<file path="config.mk">
export PLATFORM = sky130hd
export DESIGN_NAME = full_subtractor_using_half_subtractor_flat
export DESIGN_NICKNAME = d
export VERILOG_FILES = /design/src/rtl/full_subtractor_using_half_subtractor_if.sv /design/src/rtl/full_subtractor_using_half_subtractor.sv /design/src/flat_wrapper.sv
export SDC_FILE = /design/constraint.sdc
export NUM_CORES = 1
export LEC_CHECK = 0
export ABC_AREA = 0
export CAP_MARGIN = 15
export CORE_AREA = 2 2 39 41
export CTS_CLUSTER_DIAMETER = 80
export CTS_CLUSTER_SIZE = 25
export DETAILED_ROUTE_END_ITERATION = 10
export DIE_AREA = 0 0 41 43
export SETUP_SLACK_MARGIN = 0.1
export SYNTH_ARGS = -nofsm -noshare
export SYNTH_HDL_FRONTEND = slang
export SYNTH_SLANG_ARGS = --single-unit
</file>
<file path="constraint.sdc">
create_clock -name clk -period 1.2 [get_ports clk]
set_input_delay 0.24 -clock clk [delete_from_list [all_inputs] [get_ports clk]]
set_output_delay 0.24 -clock clk [all_outputs]
set_load 0.01 [all_outputs]
</file>
<file path="src/rtl/full_subtractor_using_half_subtractor_if.sv">
// Operand/result bundle for the registered full subtractor.
// The master drives operands; the slave returns a registered result.
interface full_subtractor_using_half_subtractor_if #(
    parameter int WIDTH = 1
);
    logic             in_valid;
    logic [WIDTH-1:0] A;
    logic [WIDTH-1:0] B;
    logic             Bin;
    logic             out_valid;
    logic [WIDTH-1:0] D;
    logic             Bout;
    logic             ovf;

    modport master (
        output in_valid, A, B, Bin,
        input  out_valid, D, Bout, ovf
    );

    modport slave (
        input  in_valid, A, B, Bin,
        output out_valid, D, Bout, ovf
    );
endinterface

</file>
<file path="src/rtl/full_subtractor_using_half_subtractor.sv">
// Registered ripple-borrow subtractor D = A - B - Bin.
// Each bit cell is two half subtractors with an OR on the borrows.
module half_subtractor (
    input  logic i_x,
    input  logic i_y,
    output logic o_d,
    output logic o_b
);
    assign o_d = i_x ^ i_y;
    assign o_b = ~i_x & i_y;
endmodule

module full_subtractor_using_half_subtractor #(
    parameter int WIDTH = 1
) (
    input logic clk,
    input logic rst,
    full_subtractor_using_half_subtractor_if.slave bus
);
    logic [WIDTH:0]   w_borrow;
    logic [WIDTH-1:0] w_d1;
    logic [WIDTH-1:0] w_b1;
    logic [WIDTH-1:0] w_b2;
    logic [WIDTH-1:0] w_diff;
    logic             w_ovf;

    logic             r_valid;
    logic [WIDTH-1:0] r_d;
    logic             r_bout;
    logic             r_ovf;

    assign w_borrow[0] = bus.Bin;

    for (genvar i = 0; i < WIDTH; i++) begin : g_cell
        half_subtractor u_hs1 (
            .i_x (bus.A[i]),
            .i_y (bus.B[i]),
            .o_d (w_d1[i]),
            .o_b (w_b1[i])
        );
        half_subtractor u_hs2 (
            .i_x (w_d1[i]),
            .i_y (w_borrow[i]),
            .o_d (w_diff[i]),
            .o_b (w_b2[i])
        );
        assign w_borrow[i+1] = w_b1[i] | w_b2[i];
    end

    // Signed overflow: borrow into the sign cell differs from borrow out.
    assign w_ovf = w_borrow[WIDTH] ^ w_borrow[WIDTH-1];

    // Capture a result only on valid; otherwise hold and drop out_valid.
    always_ff @(posedge clk) begin
        if (rst) begin
            r_valid <= 1'b0;
            r_d     <= '0;
            r_bout  <= 1'b0;
            r_ovf   <= 1'b0;
        end else begin
            r_valid <= bus.in_valid;
            if (bus.in_valid) begin
                r_d    <= w_diff;
                r_bout <= w_borrow[WIDTH];
                r_ovf  <= w_ovf;
            end
        end
    end

    assign bus.out_valid = r_valid;
    assign bus.D         = r_d;
    assign bus.Bout      = r_bout;
    assign bus.ovf       = r_ovf;
endmodule

</file>
<file path="src/flat_wrapper.sv">
// flat-port wrapper written by rule: the top's interface ports become plain ports
module full_subtractor_using_half_subtractor_flat 
#(
    parameter int WIDTH = 1
)
  (clk, rst, bus_in_valid, bus_A, bus_B, bus_Bin, bus_out_valid, bus_D, bus_Bout, bus_ovf);
  full_subtractor_using_half_subtractor_if #(.WIDTH(WIDTH)) bus_i ();
  input logic clk;
  input logic rst;
  input wire logic [$bits(bus_i.in_valid)-1:0] bus_in_valid;
  input wire logic [$bits(bus_i.A)-1:0] bus_A;
  input wire logic [$bits(bus_i.B)-1:0] bus_B;
  input wire logic [$bits(bus_i.Bin)-1:0] bus_Bin;
  output wire logic [$bits(bus_i.out_valid)-1:0] bus_out_valid;
  output wire logic [$bits(bus_i.D)-1:0] bus_D;
  output wire logic [$bits(bus_i.Bout)-1:0] bus_Bout;
  output wire logic [$bits(bus_i.ovf)-1:0] bus_ovf;
  assign bus_i.in_valid = bus_in_valid;
  assign bus_i.A = bus_A;
  assign bus_i.B = bus_B;
  assign bus_i.Bin = bus_Bin;
  assign bus_out_valid = bus_i.out_valid;
  assign bus_D = bus_i.D;
  assign bus_Bout = bus_i.Bout;
  assign bus_ovf = bus_i.ovf;
  full_subtractor_using_half_subtractor #(.WIDTH(WIDTH)) u_core (.clk(clk), .rst(rst), .bus(bus_i));
endmodule
</file>
; After elaboration in Yosys (flattened, before gate mapping)
; Index checks and enable logic that the tools add are counted.
; Widths: inputs -> output; s select.
[classes]
n_bitwise = 8
[ops]
columns = op, n
row1 = $xor 1x1->1, 3
row2 = $and 1x1->1, 2
row3 = $not 1->1, 2
row4 = $or 1x1->1, 1
[word_totals]
output_inout_bits = 4
regBits = 4
word_cells = 12
input_bits = 6

; Logic depth before layout (Yosys ltp)
; Gate-level depths: netlist of the first run.
[logic_depth]
word_depth = 5
depth_mapped = 4
depth_no_buf = 4

; Hierarchy
; Synthesis of the first run repeated with hierarchy kept, for this count alone.
[hier_totals]
cells_unflattened = 21
area_unflattened_um2 = 183.9
[by_module_without_submodules]
columns = module, area_each_um2, seq_area_each_um2, cells_per_inst, instances
row1 = full_subtractor_using_half_subtractor, 143.9, 80.1, 15, 1
row2 = half_subtractor, 20.0, 0.0, 3, 2

; Worst setup path after synthesis of the first run
; OpenSTA, ideal clock, no wires.
[synth_path]
path_kind = input to register
from = input port bus_B
to = register u_core.r_ovf, in the netlist u_core.bus.ovf
setup_time_ps = 114
arrival_ps = 987
path_buffers = 0
stages = 4
path_slack_ps = 99
cell_sequence = inv_1 -> fa_1 -> xnor2_1 -> a21o_1
[synth_via]
elab_chain_cells = 5
[synth_lines]
columns = element, line
row1 = "start, declared", flat_wrapper.sv:12  ; input wire logic [$bits(bus_i.B)-1:0] bus_B;
row2 = $xor 1x1->1, full_subtractor_using_half_subtractor.sv:9  ; assign o_d = i_x ^ i_y;
row3 = $not 1->1, full_subtractor_using_half_subtractor.sv:10  ; assign o_b = ~i_x & i_y;
row4 = $and 1x1->1, full_subtractor_using_half_subtractor.sv:10
row5 = $or 1x1->1 (*), full_subtractor_using_half_subtractor.sv:47  ; assign w_borrow[i+1] = w_b1[i] | w_b2[i];
row6 = $xor 1x1->1 (*), full_subtractor_using_half_subtractor.sv:51  ; assign w_ovf = w_borrow[WIDTH] ^ w_borrow[WIDTH-1];
row7 = "end signal, assigned", full_subtractor_using_half_subtractor.sv:65  ; r_ovf <= w_ovf;
row8 = "end, declared", full_subtractor_using_half_subtractor.sv:30  ; logic r_ovf;
; Mark *: on every way between the ends. The rest lies on a longest branch, timed or not.
; A chain may end at the register's enable or synchronous reset.

; Worst setup path in the final report of the first run
[layout_path]
from = input port bus_A
to = register u_core.r_ovf, in the netlist u_core.bus.ovf
[layout_via]
elab_chain_cells = 5
[layout_lines]
columns = element, line
row1 = "start, declared", flat_wrapper.sv:11  ; input wire logic [$bits(bus_i.A)-1:0] bus_A;
row2 = $xor 1x1->1, full_subtractor_using_half_subtractor.sv:9
row3 = $not 1->1, full_subtractor_using_half_subtractor.sv:10
row4 = $and 1x1->1, full_subtractor_using_half_subtractor.sv:10
row5 = $or 1x1->1 (*), full_subtractor_using_half_subtractor.sv:47
row6 = $xor 1x1->1 (*), full_subtractor_using_half_subtractor.sv:51
; Marked as above.

==> reports/metrics.cfg, run 1 <==
[die]
die_area_um2 = 1760
core_area_um2 = 1380
die_w_um = 41
ios = 10
die_h_um = 43
row_count = 14
start_util_pct = 12.3

[placement]
gp_congestion = 0.599
port-buffer-count = 9
place_hpwl_um = 261

[drt]
drt_pass1_iterations = 2
drt_wl_total_um = 332
post_drt_via_cell_ratio = 3.34
route.top_layer_used = met3
route.vias.total = 147
drc = 0
routed-wl-met2_um = 148
routed-wl-met3_um = 40
wl_per_cell_um = 7.55
ant_nets = 0
drt-initial-drc-count = 2
wirelength_met1_um = 143

[synth]
synth-adder-area-share_pct = 11.8
synthCells = 15
synth.distinct_cells = 10
synth_top_cell_by_area = dfxtp_1
synthTopCellsByArea = dfxtp_1, fa_1, nor2b_4
synth_top_family_by_area = simple AND/OR/NAND/NOR gates
yosysTopAreaCellShare_pct = 47.1
synth_seq_area_share_pct = 47.1
synth-simple-area-share_pct = 16.9
syn_avg_cell_area_um2 = 11.3
synthMuxAreaShare_pct = 5.88
synth_nets = 22
synthXorXnorAreaFrac_pct = 5.15
synth_area_um2 = 170
synth_seq_cells = 4
ys_warn_count = 0
synth_compound_area_share_pct = 8.82

[worst_setup_path]
worstPathArrival_ps = 1180
required_ps = 1330
cp-start-kind = primary input
path_class = primary input to flop
critPathMaxFanout = 2
cp-end-kind = flop

[clock_tree]
cts_htree_levels = 1
cts.sinks = 4
clk_pin_slew_ps = 40
cts_root_buffer = clkbuf_4
cts_tree = done
hold_buffers = 0
post_cts_buffers = 0
clk_path_buf_depth = 2
cts_buffers = 3
worstSkewPairLatency_ps = 230

[sta]
skew_ps = 0
fin_tns_setup_ps = 0
rsz0062_at_grt = false
tightest_slew_ps = 213
post-route-period-util_pct = 88.1
timing_hold_violations_final = 0
setup_viol = 0
drv_slew = 0
fin_crit_ps = 1060
max_freq_mhz = 946
slew_headroom_pct = 85.8

[run_status]
status = complete, no violations

[final_layout]
fillCellCount = 145
register_area_um2 = 80.1
nNetsFinal = 37
drive_gt1_share_pct = 32.1
diodes = 0
area_delta_synth_final_pct = 84.6
final_util_pct = 22.7
multi_input_area_um2 = 92.6

[hold_path]
hp-class = flop to flop

[run]
maxCapViolations = 0

[global_route]
grt-ovfl-total = 0
grt_max_degree = 6
track_usage_pct = 4.42
grt_pass1_vias = 141
antenna_found_initial = 0
grt_pass1_wl_um = 455

[power_and_ir_drop]
power_density_nw_per_um2 = 1230
power_uw = 386
leakage_nw = 0.152
worst_ir_drop_vdd_uv = 312

-- cells by family (layout without fill, tap and decap cells) --
logic type	after synthesis	in the layout
muxes	1	1
adders and majority gates	1	1
and+or+nand+nor	4	4
DFF	4	4
buffers and inverters	2	15
AOI/OAI and AO/OA	2	2
xor gates and xnor gates	1	1
-- sequential cells by signal, indices dropped and copies added (netlist names) --
signal,cells
u_core.bus.ovf,1
u_core.bus.D,1
u_core.bus.out_valid,1
u_core.bus.Bout,1
-- layout by cell type (no fill, tap or decap) --
master	count
a211oi_1	1
a21o_1	1
buf_4	1
clkbuf_4	3
clkdlybuf4s15_1	2
clkdlybuf4s50_1	2
dfxtp_1	4
dlygate4sd2_1	5
fa_2	1
inv_2	2
mux2i_1	1
nor2_1	2
nor2b_4	1
nor3b_1	1
xnor2_2	1
-- per-layer routing --
layer	global-route usage (%)	up-vias
met4	6.00	0
met2	5.31	7
li1	-	76
met5	0	-
met1	3.86	64
met3	3.14	0
-- synth_stat cells --
cell type,count
a211oi_1,1
nor3b_1,1
nor2b_4,1
a21o_1,1
inv_1,2
dfxtp_1,4
nor2_1,2
xnor2_1,1
fa_1,1
mux2i_1,1
-- what timing repair did --
| item | 4_1_cts | 5_1_grt |
|---|---|---|
| endpoints found under the setup margin | 7 | 2 |
| gates resized for setup | 8 | 4 |
| pin swaps | 3 | 2 |
-- path summary, 6_finish.rpt --
kind / cells past startpoint / from / slack [ps] / to
min reg2reg: 2 / u_core.bus.Bout / 480 / u_core.bus.Bout
min: 2 / u_core.bus.Bout / 480 / u_core.bus.Bout
max reg2reg: 2 / u_core.bus.ovf / 520 / u_core.bus.ovf
max: 4 / bus_A / 140 / u_core.bus.ovf
-- area by class of cell --
cell class,instances,share of cell area [%]
multi-input combinational,9,29.5
timing repair buffer,10,29.1
sequential,4,25.5
clock buffer,3,7.17
tap,16,6.37
inverter,2,2.39
-- power breakdown --
part           switching (mW)  internal [mW]
Clock                  0.0548          0.112
Sequential            0.00379          0.144
Combinational          0.0286         0.0426
-- through the flow --
| step | worst slack, ps | cell area, um2 | cells | hold slack, ps |
|---|---|---|---|---|
| 2_1_floorplan | 158 | 173 | 15 | 308 |
| 3_3_place_gp | -353 | 290 | 41 | 474 |
| 3_5_place_dp | -353 | 290 | 41 | 479 |
| 4_1_cts | 120 | 304 | 44 | 482 |
| 5_1_grt | 112 | 314 | 44 | 491 |
| 6_report | 143 | 314 | 44 | 481 |
-- worst max-delay path: stages --
cell and delay (ps):
dlygate4sd2_1 250, fa_2 390, xnor2_2 140, a21o_1 160
Note: power is estimated with default switching activity, not from simulation.
==> inputs of run 2 (changes only) <==
--- a/config.mk
+++ b/config.mk
@@ -5,7 +5,7 @@
 export SDC_FILE = /design/constraint.sdc
 export NUM_CORES = 1
 export LEC_CHECK = 0
-export ABC_AREA = 0
+export ABC_AREA = 1
 export CAP_MARGIN = 15
 export CORE_AREA = 2 2 39 41
 export CTS_CLUSTER_DIAMETER = 80
@@ -13,6 +13,7 @@
 export DETAILED_ROUTE_END_ITERATION = 10
 export DIE_AREA = 0 0 41 43
 export SETUP_SLACK_MARGIN = 0.1
+export SKIP_LAST_GASP = 1
 export SYNTH_ARGS = -nofsm -noshare
 export SYNTH_HDL_FRONTEND = slang
 export SYNTH_SLANG_ARGS = --single-unit
==> reports/metrics.cfg, run 2 <==
[synth]
synth_area_um2 = 174
synthCells = 21
synth.distinct_cells = 8
ys_warn_count = 0
synthTopCellsByArea = dfxtp_1, fa_1, nand2_1
synth_top_cell_by_area = dfxtp_1
yosysTopAreaCellShare_pct = 46.0
synth_ff_type = dfxtp_1
synth_nets = 28
synthTopCellsByCount = nand2_1, nor2_1, dfxtp_1
syn_avg_cell_area_um2 = 8.28
synth_seq_cells = 4
async_flop_share_pct = 0
synth-edff-count = 0
synth_seq_area_share_pct = 46.0

[clock_tree]
cts_htree_levels = 1
clk_pin_slew_ps = 40
cts.sinks = 4
cts_tree = done
worstSkewPairLatency_ps = 230
clk_path_buf_depth = 2
cts_root_buffer = clkbuf_4
hold_buffers = 0
cts_buffers = 3

[drt]
wl_per_cell_um = 7.82
route.vias.total = 168
drt_pass1_iterations = 2
drt_wl_total_um = 391
drc = 0
drt-initial-drc-count = 2
post_drt_via_cell_ratio = 3.36
ant_nets = 0

[die]
ios = 10
die_area_um2 = 1760
die_h_um = 43
row_count = 14
start_util_pct = 12.6
core_area_um2 = 1380
die_w_um = 41

[global_route]
grt_pass1_wl_um = 696
use_met2_pct = 8.44
grt_max_degree = 7
grtUsageMet3_pct = 9.42
grt_busiest_layer = met3
antenna_found_initial = 0
track_usage_pct = 6.93
grt_pass1_vias = 185
grt-ovfl-total = 0
grt_util_met1_pct = 5.79

[worst_setup_path]
path_class = flop to output pin
worstPathArrival_ps = 830
cp-start-kind = flop
required_ps = 960
path_cells = dlygate4sd2_1
critPathMaxFanout = 2
cp_slowest_cell = dfxtp_1
cpPeakStageDelay_ps = 330
cp-end-kind = output pin
cp_num_buf_inv = 1
cp_top_family = flip-flops

[power_and_ir_drop]
power_density_nw_per_um2 = 1240
leakage_nw = 0.151
worst_ir_drop_vdd_uv = 430
power_uw = 378

[final_layout]
fillCellCount = 161
multi_input_area_um2 = 85.1
fin_area_um2 = 305
register_area_um2 = 80.1
final_util_pct = 22.1
drive_gt1_share_pct = 23.5
diodes = 0
area_delta_synth_final_pct = 75.5
layout_common_cells = nor2_1, nand2_1, dlygate4sd2_1
nNetsFinal = 43

[sta]
max_freq_mhz = 939
tightest_slew_ps = 206
hold_ws_ps = 434
fin_crit_ps = 1070
drv_slew = 0
skew_ps = 0
slew_headroom_pct = 86.2
timing_hold_violations_final = 0
post-route-period-util_pct = 88.8
setup_viol = 0
rsz0062_at_grt = false

[placement]
gp_congestion = 0.635
port-buffer-count = 9
placedInstanceArea_um2 = 292
place_hpwl_um = 304

[run_status]
status = complete, no violations

[run]
maxCapViolations = 0

[hold_path]
hp-class = primary input to flop

[run 2: power breakdown]
| part | switching [mW] | internal, mW |
|---|---|---|
| Clock | 0.0547 | 0.112 |
| Sequential | 0.00411 | 0.143 |
| Combinational | 0.0292 | 0.0351 |
[run 2: cell families after synthesis]
group,Yosys count,synth area share (%)
DFF,4,46.0
buffers and inverters,3,6.47
AOI/OAI and AO/OA,2,7.19
and+or+nand+nor,11,28.8
adders and majority gates,1,11.5
[run 2: layout make-up]
type	instances	share of cell area, %
Clock buffer	3	7.38
Multi-Input combinational cell	14	27.9
Sequential cell	4	26.2
Inverter	3	3.69
Timing Repair Buffer	10	28.3
Tap cell	16	6.56
[run 2: layer usage]
metal	vias up	wire length [um]
li1	89	-
met1	73	147
met2	6	193
met3	0	50
met4	0	0
met5	-	0
[run 2: repair_timing]
item                                    CTS  global route
endpoints found under the setup margin    7             3
pin swaps                                 4             2
gates resized for setup                   9             3
setup buffers                             0             0
[run 2: stage by stage]
stage	instances	TNS, ps	setup WS [ps]
final	50	0	135
after global routing	50	0	102
after CTS	50	0	106
after detailed placement	47	-1050	-391
after global placement	47	-1000	-382
after floorplan	21	0	146
[run 2: worst paths after layout]
kind	to	from	slack, ps	cells after the start
max	bus_ovf	u_core.bus.ovf	130	1
min	u_core.bus.ovf	bus_Bin	430	5
max reg2reg	u_core.bus.Bout	u_core.bus.Bout	620	2
min reg2reg	u_core.bus.D	u_core.bus.D	460	2
==> patch: new RTL, config.mk and constraints of run 2 <==
Make the reset (`rst`) asynchronous in one clocked block.
--- a/src/rtl/full_subtractor_using_half_subtractor.sv
+++ b/src/rtl/full_subtractor_using_half_subtractor.sv
@@ -53,3 +53,3 @@
     // Capture a result only on valid; otherwise hold and drop out_valid.
-    always_ff @(posedge clk) begin
+    always_ff @(posedge clk or posedge rst) begin
         if (rst) begin
Check against the original RTL: differs if rst is asserted again (counterexample within 4 cycles, from zero or initial values and one cycle with rst high); with rst held inactive, the same outputs for 10 cycles.
==> patch against run 2 <==
  * Design area increased by 2.5%
  * Sequential power increased by 7%
  * First-iteration DRC count fell by 100%
  * Synthesized area increased by 2.9%
  * Wire length is 18% lower
  * Total power is 3.9% higher
  * Die area unchanged
  * Sequential cell count did not move
  * Critical path depth unchanged
  * Worst setup slack lost 0.0054 ns
  * Register-to-register slack got worse by 0.02 ns
==> patch: results (changes against run 2) <==
Logic synthesis
  • Top post-synthesis cells by count: 8 x nand2_1, 5 x inv_1, 4 x dfrtp_1 (was 5 x nand2_1, 5 x nor2_1, 4 x dfxtp_1)
  • Top cells by area, synth: dfrtp_1 56%, nand2_1 17%, fa_1 11%, inv_1 10%, nand3_1 2.8% (was dfxtp_1 46%, fa_1 12%, nand2_1 11%, nor2_1 11%, nor3b_2 7.2%)
  • Syn nets: 27 (was 28)
  • Synth Instances: 20 (was 21)
  • Seq/Total Area, Yosys: 55.9% (was 46.0%)
  • Netlist cell types: 6 (was 8)

Routing
  • Wire length per cell: 6.51 um (was 7.82 um)
  • DR pass1 iterations: 1 (was 2)
  • Routed vias: 153 (was 168)

Placed design
  • Area of placed instances: 297 um2 (was 292 um2)
  • Worst slack at placement: -0.348 ns (was -0.391 ns)
  • Dpl hpwl: 263 um (was 304 um)
  • Placer Congestion: 0.628 (was 0.635)
  • Cells after DPL: 46 (was 47)

Cells and area
  • Register area: 100 um2 (was 80.1 um2)
  • Multi-input comb cells: 11 (was 14)
  • Non-clk invs: 5 (was 3)
  • NumNets Final: 42 (was 43)
  • Clock-cell share: 7.20% (was 7.38%)
  • Share of layout cells above drive strength 1: 21.2% (was 23.5%)
  • Fillcell total: 162 (was 161)
  • Data buffer area share: 28.4% (was 28.3%)
  • Fraction of area in multi-input gates: 20.0% (was 27.9%)

Timing
  • Hold Worst Slack: 0.195 ns (was 0.434 ns)

Critical path
  • Flop2flop setup slack: 0.60 ns (was 0.62 ns)
  • Worst Setup EP: bus_D (was bus_ovf)
  • Capture point of the worst reg-to-reg path: u_core.bus.ovf (was u_core.bus.Bout)
  • Slowest CP cell: dfrtp_1 (was dfxtp_1)
  • CP startpoint: u_core.bus.D (was u_core.bus.ovf)

Power and ir drop
  • Sw Pwr: 91.2 uW (was 88.0 uW)
  • VDD IR max: 0.195 mV (was 0.430 mV)
  • Leak: 0.000165 uW (was 0.000151 uW)

Global routing
  • Total Routing Usage GR: 5.04% (was 6.93%)
  • Largest net degree at the start of global routing: 5 (was 7)

Status
  • Status: finished, final reports clean (unchanged)
==> patch: changes by cell type after synthesis, sizes merged, moves of 2 or more <==
| cell | before | now |
|---|---|---|
| dfrtp | 0 | 4 |
| dfxtp | 4 | 0 |
| inv | 3 | 5 |
| nand2 | 5 | 8 |
| nor2 | 5 | 0 |
==> patch: layer usage <==
layer	GRT usage (%)	routed length [um]
met5	0	0
met4	8.00	0
met3	0	35
met2	5.94	141
met1	6.19	142
==> patch: cell families (layout without fill, tap and decap cells) <==
family,count (synthesis),after routing,synth area share [%]
buf+inv,5,18,10.5
flops,4,4,55.9
simple gates,9,9,19.6
compound gates,1,1,2.79
fa+ha+maj,1,1,11.2
==> patch: power by group through the flow <==
stage / Combinational [uW] / Clock [uW] / Sequential (uW)
after floorplan: 24.5 / 0 / 166
after global placement: 85.5 / 0 / 159
after detailed placement: 87.6 / 0 / 159
after CTS: 77.4 / 173 / 158
after global routing: 87.9 / 172 / 159
final: 74.8 / 161 / 158
